--- src/rtl/fifo_flex_pkg.sv ---
// Shared helpers for fifo_flex: width derivation and parameter legality.
package fifo_flex_pkg;

  function automatic int clog2(input int v);
    int r;
    r = 0;
    while ((1 << r) < v) r++;
    return r;
  endfunction

  // Pointer width never collapses to zero bits, even for tiny depths.
  function automatic int calc_pw(input int depth);
    return (clog2(depth) < 1) ? 1 : clog2(depth);
  endfunction

  function automatic int calc_cw(input int depth);
    return clog2(depth + 1);
  endfunction

  function automatic bit params_ok(input int depth, input int af, input int ae);
    return (depth >= 2) && (depth <= 256) &&
           (af >= 1) && (af <= depth) &&
           (ae >= 0) && (ae <= depth - 1);
  endfunction

endpackage

--- src/rtl/fifo_flex_wrap_ctr.sv ---
// Modulo-DEPTH pointer: explicit wrap so non-power-of-2 depths work.
module fifo_flex_wrap_ctr #(
  parameter int DEPTH = 6,
  parameter int PW    = 3
) (
  input  logic          clk,
  input  logic          rst_n,
  input  logic          clr_i,
  input  logic          inc_i,
  output logic [PW-1:0] ptr_o
);

  logic [PW-1:0] ptr_q, ptr_d;

  always_comb begin
    ptr_d = ptr_q;
    if (clr_i)
      ptr_d = '0;
    else if (inc_i)
      ptr_d = (ptr_q == PW'(DEPTH - 1)) ? '0 : ptr_q + 1'b1;
  end

  always_ff @(posedge clk or negedge rst_n) begin
    if (!rst_n) ptr_q <= '0;
    else        ptr_q <= ptr_d;
  end

  assign ptr_o = ptr_q;

endmodule

--- src/rtl/fifo_flex.sv ---
// Elastic valid/ready FIFO, any depth, first-word-fall-through read port,
// occupancy count, almost flags, synchronous flush and sticky high-water mark.
module fifo_flex
  import fifo_flex_pkg::*;
#(
  parameter int DEPTH     = 6,
  parameter int WIDTH     = 8,
  parameter int AF_THRESH = DEPTH - 1,
  parameter int AE_THRESH = 1,
  localparam int PW       = calc_pw(DEPTH),
  localparam int CW       = calc_cw(DEPTH)
) (
  input  logic             clk,
  input  logic             rst_n,
  input  logic             flush,
  input  logic             in_val,
  output logic             in_rdy,
  input  logic [WIDTH-1:0] in_data,
  output logic             out_val,
  input  logic             out_rdy,
  output logic [WIDTH-1:0] out_data,
  output logic [CW-1:0]    count,
  output logic             almost_full,
  output logic             almost_empty,
  output logic [CW-1:0]    hwm
);

  if (!params_ok(DEPTH, AF_THRESH, AE_THRESH)) begin : g_bad_params
    $error("fifo_flex: illegal DEPTH/AF_THRESH/AE_THRESH combination");
  end

  /*AUTOSVA
  fifo_xfer: in -> out
  in_val = in_val
  in_rdy = in_rdy
  [WIDTH-1:0] in_data = in_data
  [PW-1:0] in_transid = wr_ptr
  out_val = out_val
  out_rdy = out_rdy
  [WIDTH-1:0] out_data = out_data
  [PW-1:0] out_transid = rd_ptr
  */

  logic [WIDTH-1:0] mem_q [DEPTH];
  logic [PW-1:0]    wr_ptr, rd_ptr;
  logic [CW-1:0]    count_q, count_d;
  logic [CW-1:0]    hwm_q, hwm_d;
  logic             push, pop;

  // Flush masks both handshakes so nothing can complete in the flush cycle.
  assign in_rdy  = !flush && (count_q != CW'(DEPTH));
  assign out_val = !flush && (count_q != '0);
  assign push    = in_val && in_rdy;
  assign pop     = out_val && out_rdy;

  fifo_flex_wrap_ctr #(.DEPTH(DEPTH), .PW(PW)) u_wr_ctr (
    .clk   (clk),
    .rst_n (rst_n),
    .clr_i (flush),
    .inc_i (push),
    .ptr_o (wr_ptr)
  );

  fifo_flex_wrap_ctr #(.DEPTH(DEPTH), .PW(PW)) u_rd_ctr (
    .clk   (clk),
    .rst_n (rst_n),
    .clr_i (flush),
    .inc_i (pop),
    .ptr_o (rd_ptr)
  );

  always_comb begin
    count_d = count_q;
    if (flush)
      count_d = '0;
    else if (push && !pop)
      count_d = count_q + 1'b1;
    else if (pop && !push)
      count_d = count_q - 1'b1;
  end

  assign hwm_d = (count_d > hwm_q) ? count_d : hwm_q;

  always_ff @(posedge clk or negedge rst_n) begin
    if (!rst_n) begin
      count_q <= '0;
      hwm_q   <= '0;
    end else begin
      count_q <= count_d;
      hwm_q   <= hwm_d;
    end
  end

  // Storage is deliberately unreset; out_data is ignored while out_val is low.
  always_ff @(posedge clk) begin
    if (push) mem_q[wr_ptr] <= in_data;
  end

  assign out_data     = mem_q[rd_ptr];
  assign count        = count_q;
  assign hwm          = hwm_q;
  assign almost_full  = (count_q >= CW'(AF_THRESH));
  assign almost_empty = (count_q <= CW'(AE_THRESH));

endmodule

--- config.mk ---
export PLATFORM = sky130hd
export DESIGN_NAME = fifo_flex
export DESIGN_NICKNAME = d
export VERILOG_FILES = /design/src/rtl/fifo_flex_pkg.sv /design/src/rtl/fifo_flex_wrap_ctr.sv /design/src/rtl/fifo_flex.sv
export SDC_FILE = /design/constraint.sdc
export NUM_CORES = 1
export LEC_CHECK = 0
export CORE_MARGIN = 5
export CORE_UTILIZATION = 45
export CTS_CLUSTER_SIZE = 8
export DETAILED_ROUTE_END_ITERATION = 16
export GPL_TIMING_DRIVEN = 1
export PLACE_DENSITY = 0.69
export SLEW_MARGIN = 40
export SYNTH_ARGS = -nofsm -noshare
export SYNTH_HDL_FRONTEND = slang
export SYNTH_SLANG_ARGS = --single-unit
--- constraint.sdc ---
create_clock -name clk -period 2.9 [get_ports clk]
set_input_delay 0.58 -clock clk [delete_from_list [all_inputs] [get_ports clk]]
set_output_delay 0.58 -clock clk [all_outputs]
set_load 0.02 [all_outputs]
# Word-level counts from Yosys, hierarchy flattened
# Memories as Yosys holds them, arrays and structs flattened.
# Index checks and enable logic that the tools add are counted.
word_totals:
  reg_bits: 12
  latchBits: 0
  mem_bits_rw: 48
  rom_bits: 0
  input_bits: 13
  elab_cells: 38
  n_memories: 1
classes:
  add_sub_neg: 4
  multipliers: 0
  div: 0
  magnitude_cmp: 3
  n_eq_ne: 3
  shift: 0
  mux: 11
  n_bitwise: 0
  n_reduce_logical: 12
memory_table:
  columns: ["name", "depth", "word_bits", "read_ports", "rd_ports_with_merged_regs", "wr", "line", "text"]
  rows:
  - ["mem_q", 6, 8, 1, 0, 1, "fifo_flex.sv:44", "logic [WIDTH-1:0] mem_q [DEPTH];"]
ops:
  columns: ["op", "n"]
  rows:
  - ["3-bit two-way mux", 9]
  - ["3-bit by 1-bit adder with 3-bit output (second input constant)", 3]
  - ["3-bit == test (second input constant)", 2]
  - ["1-bit logical AND", 6]
  - ["2-bit nonzero test", 2]
  - ["3-bit greater-or-equal comparator (second input constant)", 1]
  - ["3-bit greater-than comparator", 1]
  - ["3-bit by 1-bit <= comparator with 1-bit output (second input constant)", 1]
  - ["1-bit zero test", 3]
  - ["3-bit != test (second input constant)", 1]
  - ["3-bit nonzero test", 1]
  - ["3-bit by 1-bit subtractor with 3-bit output (second input constant)", 1]
  - ["1-bit two-way mux", 2]

# Longest topological paths before layout
# Gate-level depths: netlist (run 1).
logic_depth:
  ltp_word: 9
  mapped_depth: 14
  mapped_depth_nobuf: 13

# By module
# Synthesis (run 1) repeated with hierarchy kept, for this count alone.
unflattened:
  cells_unflattened: 166
  area_unflattened_um2: 2633.8
by_module_without_submodules:
  columns: ["module", "instances", "cells_each", "area_per_inst_um2", "seq_area_each_um2"]
  rows:
  - ["fifo_flex", 1, 144, 2358.5, 1591.5]
  - ["fifo_flex_wrap_ctr", 2, 11, 137.6, 75.1]

# Worst setup path before layout (run 1)
# Ideal clock, no wire load.
synth_path:
  kind: "reg2reg"
  start: "register count_q[0], in the netlist count[0]"
  end: "register hwm_q[0], in the netlist hwm[0]"
  setup_time_ps: 125
  t_arrival_ps: 3091
  path_slack_ps: -316
  stages_incl_launch_ff: 13
  synth_period_minus_slack_ps: 3216
  cell_sequence: "dfrtp_1 -> inv_1 -> ha_1 -> a21oi_2 -> nand2_1 -> maj3_1 -> mux2i_1 -> nor2_1 -> ha_1 -> nor2b_1 -> o21a_1 -> o21ai_1 -> mux2_2"
synth_via:
  elab_chain_len: 9
  word_cells_on_any_way: 16
  cone_classes: "add/sub (2); order compare (1); eq/ne (1); mux (3); reduce/logical (9)"
synth_lines:
  columns: ["item", "line", "text"]
  rows:
  - ["start: declaration", "fifo_flex.sv:46", "logic [CW-1:0] count_q, count_d;"]
  - ["start signal: assignment", "fifo_flex.sv:89", "count_q <= count_d;"]
  - ["3-bit != test *", "fifo_flex.sv:51", "assign in_rdy = !flush && (count_q != CW'(DEPTH));"]
  - ["1-bit logical AND *", "fifo_flex.sv:51", null]
  - ["named net in_rdy", "fifo_flex.sv:17", "output logic in_rdy,"]
  - ["1-bit logical AND *", "fifo_flex.sv:53", "assign push = in_val && in_rdy;"]
  - ["1-bit zero test", "fifo_flex.sv:78", "else if (pop && !push)"]
  - ["1-bit logical AND", "fifo_flex.sv:78", null]
  - ["3-bit two-way mux", "fifo_flex.sv:78", null]
  - ["3-bit two-way mux *", "fifo_flex.sv:76", "else if (push && !pop)"]
  - ["3-bit two-way mux *", "fifo_flex.sv:74", "if (flush)"]
  - ["named net count_d[1]", "fifo_flex.sv:46", null]
  - ["3-bit greater-than comparator *", "fifo_flex.sv:82", "assign hwm_d = (count_d > hwm_q) ? count_d : hwm_q;"]
  - ["end signal: assignment", "fifo_flex.sv:90", "hwm_q <= hwm_d;"]
  - ["end: declaration", "fifo_flex.sv:47", "logic [CW-1:0] hwm_q, hwm_d;"]
# The timed path passes the listed nets; every way through them passes the cells marked *.
# A chain may end at the register's enable or synchronous reset.

# Final worst setup path (run 1)
layout_path:
  start: "input out_rdy"
  end: "register hwm_q[0], in the netlist hwm[0]"
layout_via:
  elab_chain_len: 6
  word_cells_on_any_way: 8
  cone_classes: "order compare (1); mux (3); reduce/logical (4)"
layout_lines:
  columns: ["item", "line", "text"]
  rows:
  - ["start: declaration", "fifo_flex.sv:20", "input logic out_rdy,"]
  - ["1-bit logical AND *", "fifo_flex.sv:54", "assign pop = out_val && out_rdy;"]
  - ["1-bit logical AND / 1-bit zero test (equally long branches)", "fifo_flex.sv:78, fifo_flex.sv:76", null]
  - ["3-bit two-way mux / 1-bit logical AND (equally long branches)", "fifo_flex.sv:78, fifo_flex.sv:76", null]
  - ["3-bit two-way mux *", "fifo_flex.sv:76", null]
  - ["3-bit two-way mux *", "fifo_flex.sv:74", null]
  - ["named net count_d[1]", "fifo_flex.sv:46", null]
  - ["3-bit greater-than comparator *", "fifo_flex.sv:82", null]
# Marked as above.

==> summary.md, run 1 <==
| Metric | Value |
|---|---|
| Fin Hold WS | `511 ps` |
| Antenna-violating nets left | `0` |
| Hold Crit Depth | `2` |
| Max Cap Violations | `0` |
| Initial antenna violation count | `0` |
| Top Ports | `31` |
| Final Slew Violations | `0` |
| F_max | `356 MHz` |
| Mean area per synthesized cell | `15.7 um2` |
| Setup crit end kind | `flop` |
| Fin crit period | `2810 ps` |
| H-tree levels | `3` |
| Post-Place Setup Slack | `-445 ps` |
| R2r endpoint | `hwm[0]` |
| WS Path Type | `in -> reg` |
| Largest net degree at the start of global routing | `21` |
| Share of layout cells above drive strength 1 | `0.286` |
| Outcome | `finished clean` |
| Yosys reg bits | `60` |
| Die Span Y | `85.8 um` |
| PD cells | `683 nW/um2` |
| Commonest non-fill, non-tap cell in the layout | `edfxtp_1` |
| Commonest non-fill, non-tap cells in the layout | `48 x edfxtp_1, 29 x clkdlybuf4s50_1, 22 x buf_4, 15 x nor2_1` |
| Worst EP required | `3110 ps` |
| Buffers added on ports | `30` |
| Post-DR vias/cell | `5.14` |
| Vias in the first global route | `1659` |
| First-pass GRT wire length | `8.25 mm` |
| Gr usage total | `0.150` |
| Hold crit path type | `reg -> reg` |
| Layout area overhead | `30.5%` |
| Hold buffers post-CTS | `0` |
| Initial Util | `0.467` |
| CTS buffer count | `9` |
| Setup WS post-layout | `87.6 ps` |
| Setup crit start kind | `primary input` |
| WL final | `4.94 mm` |
| ANT cells | `0` |
| Synth Warn # | `0` |
| DRT iter0 DRCs | `114` |
| Via count | `1538` |
| Row cnt | `27` |
| Die area | `7360 um2` |
| Synth Cell Area | `2580 um2` |
| R2R Path Start | `count[0]` |
| Arrival time at the worst endpoint | `3020 ps` |
| Hold path start | `hwm[1]` |
| Max_slew headroom | `0.578` |
| Placer Congestion | `0.885` |
| Post-synthesis cell count | `165` |
| RSZ-0062 raised after global routing | `false` |
| Worst-path clk slew | `70 ps` |
| Predominant post-synthesis flop cell | `edfxtp_1` |
| Drt first pass iters | `4` |
| Max Fanout on Critical Path | `3` |
| Clock buffer depth | `2` |
| Core area | `5540 um2` |
| Synth top area share | `0.558` |
| WHS Endpoint | `hwm[1]` |
| Clk Latency, worst-skew pair | `320 ps` |
| GRT overflow | `0` |
| Flop-to-flop setup slack | `90 ps` |
| Clk_skew | `8.85 ps` |
| CTS tree | `built` |
| Async set or reset register ratio after synthesis | `0.200` |
| Synth top area cells | `edfxtp_1 56%, dfrtp_1 12%, mux4_2 7.0%, ha_1 3.9%, mux2i_1 3.5%` |
| VDD IR max | `377 uV` |
| Nets | `243` |
| DP HPWL | `3.50 mm` |
| Drc violations | `0` |
| Worst reg2reg path depth | `12` |
| Sequential area share after synthesis | `0.674` |
| Final hold vios | `0` |
| Crit share post-route | `0.970` |
| Pleak | `1.24 nW` |
| Root buffer cell | `clkbuf_8` |
| # setup viols final | `0` |
| Clock sink count | `60` |
| Worst slew pin tran | `633 ps` |
| Die X-Extent | `85.8 um` |
| Net Count, Synth | `186` |
| Largest area contributor in the netlist | `edfxtp_1` |
| Synth cell types | `40` |
| Number of synthesized flops with an enable pin | `48` |
| WL per Instance | `16.5 um` |
[cells in the mapped netlist (all sizes together) (3+ instances only)]
master,count
a21oi,11
buf,4
clkbuf,3
dfrtp,12
edfxtp,48
ha,8
inv,6
mux2,3
mux2i,9
mux4,8
nand2,6
nand2b,3
nor2,16
nor3b,3
[worst max path at each step]
| stage | from | to | slack [ps] | cells after the start |
|---|---|---|---|---|
| finish | out_rdy | hwm[0] | 90 | 11 |
| global route | count[0] | hwm[0] | 8 | 12 |
| CTS | count[1] | hwm[0] | 5 | 12 |
| detailed placement | flush | hwm[0] | -440 | 11 |
| global placement | flush | hwm[0] | -310 | 11 |
| floorplan | count[0] | hwm[0] | 1 | 13 |
[per-stage QoR]
| stage | setup TNS (ps) | utilization | power [mW] | std cells | area (um2) |
|---|---|---|---|---|---|
| global route | 0 | 0.609 | 2.42 | 299 | 3370 |
| global placement | -707 | 0.567 | 1.56 | 281 | 3140 |
| floorplan | 0 | - | 1.34 | 165 | 2620 |
| CTS | 0 | 0.607 | 2.32 | 299 | 3360 |
| detailed placement | -1150 | 0.567 | 1.58 | 281 | 3140 |
| finish | 0 | 0.609 | 2.30 | 299 | 3370 |
[layout make-up]
type | instances | area, um2
inverter | 6 | 25.0
sequential | 60 | 1740
clock inverter | 7 | 76.3
fill | 452 | 2170
tap | 72 | 90.1
clock buffer | 9 | 124
timing repair buffer | 53 | 484
multi-input combinational | 92 | 830
[sequential cells by signal (all words and copies together) (netlist names)]
signal,cells
hwm,3
mem_q,48
count,3
u_rd_ctr.ptr_o,3
u_wr_ctr.ptr_o,3
[power breakdown]
group          switching, mW  leakage [nW]  internal, mW
Combinational          0.271         0.552         0.298
Sequential            0.0371         0.594         0.969
Clock                  0.327        0.0958         0.400
Total                  0.636          1.24          1.67
[logic make-up after synthesis]
family | after synthesis | share of synthesized area
AND/OR/NAND/NOR | 36 | 0.0687
flip-flops | 60 | 0.674
XOR/XNOR | 3 | 0.0102
adder cells (fa/ha/maj) | 10 | 0.0470
multiplexers | 20 | 0.119
buffers and inverters | 13 | 0.0227
AO/OA/AOI/OAI | 23 | 0.0586
[critical path, cell delays in order]
cell             delay (ps)
clkdlybuf4s50_1         520
nand2b_4                 80
nand2b_1                160
maj3_2                  300
mux2i_2                 190
nor2_1                   90
ha_1                    310
nor2b_1                 140
o21a_1                  180
o21ai_2                 130
mux2_2                  340
[repair_timing]
| item | CTS | global route |
|---|---|---|
| resized for setup | 2 | 4 |
| setup endpoints to repair | 3 | 3 |
| gates cloned | 0 | 0 |
| setup buffers | 2 | 0 |
| pin swaps | 0 | 1 |
[metal layers]
| metal | global-route usage | vias to the layer above | share of wire |
|---|---|---|---|
| met3 | 0.0355 | 6 | 0.032 |
| met2 | 0.247 | 27 | 0.52 |
| li1 | - | 745 | - |
| met1 | 0.189 | 760 | 0.44 |
| met5 | 0 | - | 0 |
| met4 | 0.0662 | 0 | 0.0085 |
No activity file was read; power rests on OpenSTA's default activity.
==> run 2, diff against run 1 <==
- CORE_UTILIZATION: 45 -> 49
- PLACE_DENSITY: 0.69 -> 0.74
==> run 2 against run 1 <==
Worst setup slack gained 14 ps. Die area fell by 7.2%. Global-route usage is 1.3 points higher. Cell area shrank 0.37%. Combinational power about the same. Non-clock buffer count is the same. Total power decreased by 0.32%. Via count is 3.3% higher. Routed wire length up 0.10%. Flip-flop and latch count is the same. Utilization is 4.9 points higher. Critical path depth grew 1. Largest power group unchanged.
==> summary.md, run 2 (synthesis results as in run 1) <==
| Metric | Value |
|---|---|
| Outcome | `finished clean (unchanged)` |
| Filler cells | `375 (was 452)` |
| Worst EP required | `3120 ps (was 3110 ps)` |
| Arrival time at the worst endpoint | `3010 ps (was 3020 ps)` |
| Drc violations | `0 (unchanged)` |
| GRT overflow | `0 (unchanged)` |
| CTS buffer count | `9 (unchanged)` |
| Vias in the first global route | `1619 (was 1659)` |
| VDD IR max | `477 uV (was 377 uV)` |
| F_max | `357 MHz (was 356 MHz)` |
| Via count | `1589 (was 1538)` |
| H-tree levels | `3 (unchanged)` |
| Tot Pwr | `2.30 mW (about the same)` |
| Top reg by flops | `mem_q (unchanged)` |
| Final hold vios | `0 (unchanged)` |
| Setup TNS | `0 ps (unchanged)` |
| DP HPWL | `3.48 mm (was 3.50 mm)` |
| Final Core Density | `0.658 (was 0.609)` |
| Clk_skew | `5.33 ps (was 8.85 ps)` |
| CTS tree | `built (unchanged)` |
| Drt first pass iters | `4 (unchanged)` |
| Post-DR vias/cell | `5.35 (was 5.14)` |
| PD cells | `683 nW/um2 (about the same)` |
| WHS Endpoint | `hwm[1] (unchanged)` |
| Largest net degree at the start of global routing | `21 (unchanged)` |
| Row cnt | `26 (was 27)` |
| Antenna-violating nets left | `0 (unchanged)` |
| Buffers added on ports | `30 (unchanged)` |
| Clk Latency, worst-skew pair | `330 ps (was 320 ps)` |
| WL per Instance | `16.6 um (was 16.5 um)` |
| Core area | `5110 um2 (was 5540 um2)` |
| Pleak | `1.24 nW (about the same)` |
| R2r endpoint | `hwm[0] (unchanged)` |
| Fin crit period | `2800 ps (was 2810 ps)` |
| Placed cells | `277 (was 281)` |
| Die Span Y | `82.6 um (was 85.8 um)` |
| R2R Path Start | `count[1] (was count[0])` |
| Sequential cell area | `1740 um2 (unchanged)` |
| Cell Area, Placed | `3120 um2 (was 3140 um2)` |
| Gr usage total | `0.163 (was 0.150)` |
| Top Ports | `31 (unchanged)` |
| Clock buffer depth | `2 (unchanged)` |
| Post-route cell area | `3360 um2 (was 3370 um2)` |
| Max Fanout on Critical Path | `6 (was 3)` |
| Die area | `6830 um2 (was 7360 um2)` |
| Initial antenna violation count | `0 (unchanged)` |
| Placer Congestion | `0.902 (was 0.885)` |
| Share of layout cells above drive strength 1 | `0.273 (was 0.286)` |
| Final Slew Violations | `0 (unchanged)` |
| Hold path start | `hwm[1] (unchanged)` |
| Die X-Extent | `82.6 um (was 85.8 um)` |
| Setup crit end kind | `flop (unchanged)` |
| Setup WS post-layout | `101 ps (was 87.6 ps)` |
| Layout area overhead | `30.0% (was 30.5%)` |
| Setup crit start kind | `flop (was primary input)` |
| Root buffer cell | `clkbuf_8 (unchanged)` |
| Hold crit path type | `reg -> reg (unchanged)` |
| Initial Util | `0.506 (was 0.467)` |
| ANT cells | `0 (unchanged)` |
| Post-Place Setup Slack | `-343 ps (was -445 ps)` |
| DRT iter0 DRCs | `86 (was 114)` |
| Max_slew headroom | `0.609 (was 0.578)` |
| # setup viols final | `0 (unchanged)` |
| Commonest non-fill, non-tap cell in the layout | `edfxtp_1 (unchanged)` |
| Worst-path clk slew | `60 ps (was 70 ps)` |
| Nets | `243 (unchanged)` |
| WS Path Type | `reg -> reg (was in -> reg)` |
| Crit share post-route | `0.965 (was 0.970)` |
| Hold Crit Depth | `2 (unchanged)` |
| Clock sink count | `60 (unchanged)` |
| First-pass GRT wire length | `7.98 mm (was 8.25 mm)` |
| Max Cap Violations | `0 (unchanged)` |
| Hold buffers post-CTS | `0 (unchanged)` |
| Multi-input gate area | `823 um2 (was 830 um2)` |
| Final Instance Count excl. Fillers | `297 (was 299)` |
| Commonest non-fill, non-tap cells in the layout | `48 x edfxtp_1, 29 x clkdlybuf4s50_1, 22 x buf_4, 15 x nor2_1 (unchanged)` |
| Max FFs per register | `48 (unchanged)` |
| Worst slew pin tran | `587 ps (was 633 ps)` |
| Worst reg2reg path depth | `12 (unchanged)` |
| Flop-to-flop setup slack | `100 ps (was 90 ps)` |
| Fin Hold WS | `527 ps (was 511 ps)` |
| WL final | `4.94 mm (about the same)` |
run 2: per-layer routing:
layer	global-route usage	vias up	part of all wire
met2	0.282	38	0.54
li1	-	742	-
met4	0.0490	0	0.011
met5	0	-	0
met3	0.0564	12	0.045
met1	0.192	797	0.40
run 2: power by group:
group	internal, mW	switching [mW]	leakage (nW)
registers	0.969	0.0367	0.594
logic	0.296	0.275	0.562
clock network	0.395	0.324	0.0845
total	1.66	0.635	1.24
run 2: critical path, stage by stage, from the launching register on:
cell and delay (ps):
dfrtp_2 460, inv_2 100, ha_1 180, nor2b_4 180, nor2_2 60, maj3_1 330
mux2i_1 180, nor2_1 80, ha_1 280, nor2b_1 130, o21a_1 170, o21ai_2 170
mux2_2 350
run 2: what timing repair did:
item / 4_1_cts / 5_1_grt
endpoints found under the setup margin: 0 / 3
gates resized for setup: 0 / 4
buffers inserted: 0 / 4
run 2: how the worst max path moves through the flow:
stage                         from      to  slack [ps]  cells past startpoint
final                     count[1]  hwm[0]         100                     12
after global routing      count[1]  hwm[0]         -30                     12
after CTS                    flush  hwm[0]           4                     11
after detailed placement     flush  hwm[0]        -340                     11
after global placement       flush  hwm[0]        -270                     11
after floorplan           count[0]  hwm[0]           1                     13
run 2: area by class of cell:
class / instances / area share
Clock buffer: 10 / 0.0380
Clock inverter: 6 / 0.0194
Inverter: 6 / 0.00745
Multi-Input combinational cell: 92 / 0.245
Sequential cell: 60 / 0.519
Tap cell: 70 / 0.0261
Timing Repair Buffer: 53 / 0.145
